## config.mk

```make
export PLATFORM = sky130hd
export DESIGN_NAME = rocc_cmd_arbiter
export DESIGN_NICKNAME = d
export VERILOG_FILES = /design/src/rtl/rocc_cmd_arbiter_pkg.sv /design/src/rtl/rocc_cmd_arbiter_tag_fifo.sv /design/src/rtl/rocc_cmd_arbiter.sv
export SDC_FILE = /design/constraint.sdc
export NUM_CORES = 1
export LEC_CHECK = 0
export ABC_AREA = 1
export CORE_AREA = 2 2 241 243
export DETAILED_ROUTE_END_ITERATION = 12
export DIE_AREA = 0 0 243 245
export PLACE_DENSITY = 0.37
export RECOVER_POWER = 25
export SYNTH_ARGS = -nofsm -noshare
export SYNTH_HDL_FRONTEND = slang
export SYNTH_HIERARCHICAL = 1
export SYNTH_SLANG_ARGS = --single-unit
```

## constraint.sdc

```tcl
create_clock -name clk_i -period 3.4 [get_ports clk_i]
set_input_delay 0.85 -clock clk_i [delete_from_list [all_inputs] [get_ports clk_i]]
set_output_delay 0.85 -clock clk_i [all_outputs]
set_load 0.03 [all_outputs]
```

## src/rtl/rocc_cmd_arbiter_pkg.sv

```systemverilog
// Shared types for the RoCC command arbiter: command/response payloads
// and the per-command ownership tag held in the response tag FIFO.
package rocc_cmd_arbiter_pkg;

    // instr bit that marks a command as response-bearing (xd)
    localparam int unsigned ROCC_XD_BIT  = 14;
    // owner field width; supports up to 16 requesters
    localparam int unsigned ROCC_OWNER_W = 4;

    typedef struct packed {
        logic [63:0] cmd_rs1;
        logic [63:0] cmd_rs2;
        logic [31:0] cmd_instr;
    } rocc_cmd_t;

    typedef struct packed {
        logic [63:0] resp_data;
    } rocc_resp_t;

    typedef struct packed {
        logic [ROCC_OWNER_W-1:0] owner;
        logic                    discard;
    } rocc_tag_t;

endpackage

```

## src/rtl/rocc_cmd_arbiter_tag_fifo.sv

```systemverilog
// In-order FIFO of ownership tags for outstanding response-bearing commands.
module rocc_tag_fifo
    import rocc_cmd_arbiter_pkg::*;
#(
    parameter int unsigned DEPTH = 4
) (
    input  logic      clk_i,
    input  logic      rst_i,
    input  logic      push_i,
    input  rocc_tag_t push_tag_i,
    input  logic      pop_i,
    input  logic      flush_mark_i,
    output rocc_tag_t head_o,
    output logic      empty_o,
    output logic      full_o
);

    localparam int unsigned PTR_W = $clog2(DEPTH);

    rocc_tag_t        mem_q [DEPTH];
    logic [PTR_W-1:0] wr_q, wr_d, rd_q, rd_d;
    logic [PTR_W:0]   count_q, count_d;

    // Pointer and occupancy next-state; pointers wrap naturally at DEPTH.
    always_comb begin
        wr_d    = push_i ? wr_q + PTR_W'(1) : wr_q;
        rd_d    = pop_i  ? rd_q + PTR_W'(1) : rd_q;
        count_d = count_q;
        if (push_i && !pop_i)
            count_d = count_q + (PTR_W+1)'(1);
        else if (!push_i && pop_i)
            count_d = count_q - (PTR_W+1)'(1);
    end

    // Storage and pointer registers. Flush marks every slot: slots that are
    // free or being popped are never read before a push overwrites them, so
    // this equals marking only the entries that survive the pop. The pushed
    // tag carries its own discard bit and wins over the flush mark.
    always_ff @(posedge clk_i) begin
        if (rst_i) begin
            wr_q    <= '0;
            rd_q    <= '0;
            count_q <= '0;
            for (int unsigned k = 0; k < DEPTH; k++)
                mem_q[k] <= '0;
        end else begin
            wr_q    <= wr_d;
            rd_q    <= rd_d;
            count_q <= count_d;
            if (flush_mark_i)
                for (int unsigned k = 0; k < DEPTH; k++)
                    mem_q[k].discard <= 1'b1;
            if (push_i)
                mem_q[wr_q] <= push_tag_i;
        end
    end

    assign head_o  = mem_q[rd_q];
    assign empty_o = (count_q == '0);
    assign full_o  = (count_q == (PTR_W+1)'(DEPTH));

endmodule

```

## src/rtl/rocc_cmd_arbiter.sv

```systemverilog
// Shares one RoCC accelerator port between NR_REQ requesters: round-robin
// command arbitration with grant lock, and in-order response steering.
module rocc_cmd_arbiter
    import rocc_cmd_arbiter_pkg::*;
#(
    parameter int unsigned NR_REQ = 2,
    parameter int unsigned DEPTH  = 4
) (
    input  logic                   clk_i,
    input  logic                   rst_i,
    input  logic                   flush_i,
    input  logic [NR_REQ-1:0]      req_valid_i,
    output logic [NR_REQ-1:0]      req_ready_o,
    input  rocc_cmd_t [NR_REQ-1:0] req_cmd_i,
    output rocc_cmd_t              rocc_cmd_o,
    output logic                   rocc_cmd_valid_o,
    input  logic                   rocc_cmd_ready_i,
    input  rocc_resp_t             rocc_resp_i,
    input  logic                   rocc_resp_valid_i,
    output logic                   rocc_resp_ready_o,
    output logic [NR_REQ-1:0]      resp_valid_o,
    output logic [63:0]            resp_data_o,
    input  logic [NR_REQ-1:0]      resp_ready_i,
    output logic                   busy_o,
    output logic                   spurious_resp_o
);

    localparam int unsigned IDX_W = $clog2(NR_REQ);

    logic [IDX_W-1:0]  rr_q, rr_d, lock_idx_q, lock_idx_d;
    logic              lock_q, lock_d;
    logic [NR_REQ-1:0] elig;
    logic [IDX_W-1:0]  gnt_idx;
    logic              gnt_valid, cmd_hs;
    int unsigned       cand, nxt;

    logic              tag_push, tag_pop, tag_empty, tag_full;
    rocc_tag_t         push_tag, head;

    // Eligibility: xd commands need a free tag slot (registered count only).
    always_comb begin
        for (int unsigned i = 0; i < NR_REQ; i++)
            elig[i] = req_valid_i[i] & (~req_cmd_i[i].cmd_instr[ROCC_XD_BIT] | ~tag_full);
    end

    // Grant selection: locked index, else first eligible from rr_q upward.
    always_comb begin
        gnt_valid = 1'b0;
        gnt_idx   = '0;
        cand      = 0;
        if (lock_q) begin
            gnt_valid = 1'b1;
            gnt_idx   = lock_idx_q;
        end else begin
            for (int unsigned i = 0; i < NR_REQ; i++) begin
                cand = 32'(rr_q) + i;
                if (cand >= NR_REQ)
                    cand = cand - NR_REQ;
                if (!gnt_valid && elig[IDX_W'(cand)]) begin
                    gnt_valid = 1'b1;
                    gnt_idx   = IDX_W'(cand);
                end
            end
        end
    end

    // Command channel drive and lock/round-robin next state.
    always_comb begin
        rocc_cmd_valid_o = gnt_valid;
        rocc_cmd_o       = req_cmd_i[gnt_idx];
        for (int unsigned i = 0; i < NR_REQ; i++)
            req_ready_o[i] = gnt_valid & rocc_cmd_ready_i & (gnt_idx == IDX_W'(i));
        cmd_hs   = gnt_valid & rocc_cmd_ready_i;
        tag_push = cmd_hs & rocc_cmd_o.cmd_instr[ROCC_XD_BIT];
        push_tag = '{owner: ROCC_OWNER_W'(gnt_idx), discard: flush_i};
        nxt      = 32'(gnt_idx) + 1;
        if (nxt >= NR_REQ)
            nxt = 0;
        rr_d       = rr_q;
        lock_d     = lock_q;
        lock_idx_d = lock_idx_q;
        if (cmd_hs) begin
            lock_d = 1'b0;
            rr_d   = IDX_W'(nxt);
        end else if (gnt_valid) begin
            lock_d     = 1'b1;
            lock_idx_d = gnt_idx;
        end
    end

    // Arbiter state registers.
    always_ff @(posedge clk_i) begin
        if (rst_i) begin
            rr_q       <= '0;
            lock_q     <= 1'b0;
            lock_idx_q <= '0;
        end else begin
            rr_q       <= rr_d;
            lock_q     <= lock_d;
            lock_idx_q <= lock_idx_d;
        end
    end

    // Response steering to the owner at the FIFO head; discarded/spurious dropped.
    always_comb begin
        resp_valid_o      = '0;
        rocc_resp_ready_o = 1'b1;
        tag_pop           = 1'b0;
        spurious_resp_o   = 1'b0;
        if (tag_empty) begin
            spurious_resp_o = rocc_resp_valid_i;
        end else if (head.discard) begin
            tag_pop = rocc_resp_valid_i;
        end else begin
            rocc_resp_ready_o = 1'b0;
            for (int unsigned i = 0; i < NR_REQ; i++) begin
                if (head.owner == ROCC_OWNER_W'(i)) begin
                    resp_valid_o[i]   = rocc_resp_valid_i;
                    rocc_resp_ready_o = resp_ready_i[i];
                end
            end
            tag_pop = rocc_resp_valid_i & rocc_resp_ready_o;
        end
    end

    assign resp_data_o = rocc_resp_i.resp_data;
    assign busy_o      = ~tag_empty;

    rocc_tag_fifo #(
        .DEPTH (DEPTH)
    ) u_fifo (
        .clk_i        (clk_i),
        .rst_i        (rst_i),
        .push_i       (tag_push),
        .push_tag_i   (push_tag),
        .pop_i        (tag_pop),
        .flush_mark_i (flush_i),
        .head_o       (head),
        .empty_o      (tag_empty),
        .full_o       (tag_full)
    );

endmodule
```

==> impl_metrics.toml <==
[outcome]
status = "complete, no violations"

[clock_tree]
cts_num_sinks = 32
clockBufferDepth = 2
cts_buffers = 5
clock_latency_ns = 0.27
cts-hold-fix-buffers = 0
root_buffer = "clkbuf_16"
cts_tree = "done"
htreeDepth = 2
path_clk_slew_ns = 0.05

[floorplanning]
core_um2 = 57000
num_io_pins = 625
die_area_um2 = 59500
die_width_um = 243
num_rows = 88
start_util_pct = 7.29
die_h_um = 245

[sta]
rsz0062_at_grt = "no"
timing.final.crit_period_ns = 3.32
setup_viol = 0
fmax_mhz = 301
min_period_over_period_pct = 97.6
final_hold_viol_count = 0
setup_tns_ns = 0
drv_slew = 0
fin_skew_ns = 0.00320

[setup_path]
worst-path-buf-inv = 3
critPathLaunch = "rocc_resp_valid_i"
cpMaxStageDelayCell = "clkdlybuf4s50_1"
end_kind = "primary output"
critPathKind = "input pin to primary output"
cpPeakStageDelay_ns = 0.72
cp.arrival_ns = 2.47
worstSetupStartpointType = "input pin"
cp_cell_sequence = "clkdlybuf4s50_1, inv_1, nor2_1, nand2_1, nor4_1, clkdlybuf4s50_1"
cpMostUsedCell = "clkdlybuf4s50_1"
crit_path_max_fanout = 2
cpLargestDelayFamily = "buffers and inverters"
reg2reg_from = "u_fifo/count_q[0]"
cp.required_ns = 2.55

[logic_synthesis]
yosys-top-cells-count = "nand2_1 (500), buf_4 (67), nor2_1 (42)"
synth-edff-count = 17
netlist_top_cells_area = "nand2_1 (45%), edfxtp_1 (12%), buf_4 (12%), dfxtp_1 (7.2%), nor2_1 (3.8%)"
synth_top_area_share_pct = 45.2
syn_area_per_cell_um2 = 5.40
synthArstFlopShare_pct = 0
ys_ff_latch = 32
netlist_area_um2 = 4160
syn_inst = 769
ys_seq_area_share_pct = 19.5
synth_cell_type_count = 31
ys_warn_count = 6
synthFlopType = "edfxtp_1"
yosys.area.top_type = "nand2_1"
synth_most_common_cell = "nand2_1"

[placement]
io_buffers = 496
gp_congestion = 0.854
dp_hpwl_mm = 30.5
placedInstanceArea_um2 = 10100

[global_route]
grt-ovfl-total = 0
first_global_vias = 6461
grt_pass1_wl_mm = 46.2
antenna_found_initial = 3
grt_max_degree = 44
grtUsageTotal_pct = 10.7

[cells_and_area]
areaGrowthSynthToFinish_pct = 153
drive_above_1_share_pct = 21.0
final_area_um2 = 10500
nets = 1615

[worst_hold_path]
min-delay-start = "u_fifo/rd_q[1]"
hold_path.class = "register to register"

[drt]
post_drt_wl_per_cell_um = 17.5
totalWireLength_mm = 34.6
vias_per_cell = 3.13
drt-initial-drc-count = 223
dr_total_vias = 6214
firstDrtPassIters = 5
drc = 0
ant_nets = 0

[pwr]
leakage_nw = 4.93
power.density_nw_per_um2 = 401
vdd_ir_drop_max_mv = 0.189
power_mw = 4.22

[run]
drv_cap = 0
-- stage by stage --
stage | worst slack (ns) | hold slack [ns] | utilization [%] | cells
6_report | 0.0820 | 0.461 | 18.5 | 1984
4_1_cts | -0.0522 | 0.468 | 18.2 | 1978
5_1_grt | 0.0122 | 0.495 | 18.5 | 1982
3_3_place_gp | -0.259 | 0.460 | 17.7 | 1965
3_5_place_dp | -0.162 | 0.461 | 17.7 | 1965
2_1_floorplan | 0.600 | 0.433 | - | 771
-- sequential cells by signal (all words and copies together), names as in the netlist, named ones only --
name            flops
lock_idx_q          1
lock_q              1
rr_q                1
u_fifo/count_q      3
u_fifo/mem_q       20
u_fifo/rd_q         2
u_fifo/wr_q         2
-- cells in the final DEF, fill, tap and decap left out, types with 5 or more instances in the layout --
| master | instances |
|---|---|
| dlymetal6s2s_1 | 5 |
| clkdlybuf4s50_1 | 328 |
| clkbuf_16 | 8 |
| o21ai_0 | 6 |
| edfxtp_1 | 17 |
| nor2_1 | 42 |
| inv_1 | 27 |
| o22ai_1 | 5 |
| o21ai_1 | 6 |
| nand2_1 | 483 |
| buf_12 | 70 |
| dfxtp_1 | 14 |
| buf_6 | 5 |
| buf_4 | 124 |
| nand2_2 | 21 |
| ha_1 | 5 |
-- path summary, 6_finish.rpt --
| kind | end | slack (ns) | cells after the start |
|---|---|---|---|
| setup / recovery | resp_valid_o[0] | 0.08 | 6 |
| hold / removal | u_fifo/rd_q[1] | 0.46 | 1 |
| setup reg to reg | u_fifo/count_q[2] | 0.55 | 16 |
| hold reg to reg | u_fifo/rd_q[1] | 0.46 | 1 |
-- per-layer routing --
metal  part of all wire (%)  vias to the layer above  routed length [µm]  track usage (%)
li1                       -                     3165                   -                -
met1                     37                     2688               12900             11.7
met2                     51                      340               17600             19.3
met3                     11                       17                3720             5.00
met4                   0.81                        4                 279             1.15
met5                   0.42                        -                 147             1.72
-- report_power, final --
part	internal, mW	leakage [nW]	switching [mW]
logic	1.51	4.56	1.81
registers	0.448	0.301	0.0370
clock network	0.265	0.0710	0.152
-- kinds of logic after synthesis --
logic type	count (synthesis)	synth area share [%]
adder cells (fa/ha/maj)	6	1.99
other	1	0.0902
buffers and inverters	135	20.6
XOR/XNOR	1	0.211
AND/OR/NAND/NOR	565	52.8
AO/OA/AOI/OAI	29	4.82
flip-flops	32	19.5
-- area by class of cell --
| cell class | count | area (µm²) |
|---|---|---|
| antenna | 2 | 5.00 |
| clock buffer | 5 | 125 |
| clock inverter | 3 | 13.8 |
| fill | 6546 | 46500 |
| inverter | 33 | 134 |
| multi-input combinational | 604 | 2550 |
| sequential | 32 | 812 |
| tap | 765 | 957 |
| timing repair buffer | 540 | 5930 |
-- timing repair --
item                                    CTS  global route
pin swaps                                 0             3
buffers inserted                          3             1
gates resized for setup                  21            12
endpoints found under the setup margin   45           114
gates cloned                              2             3
(Power assumes the default switching activity.)
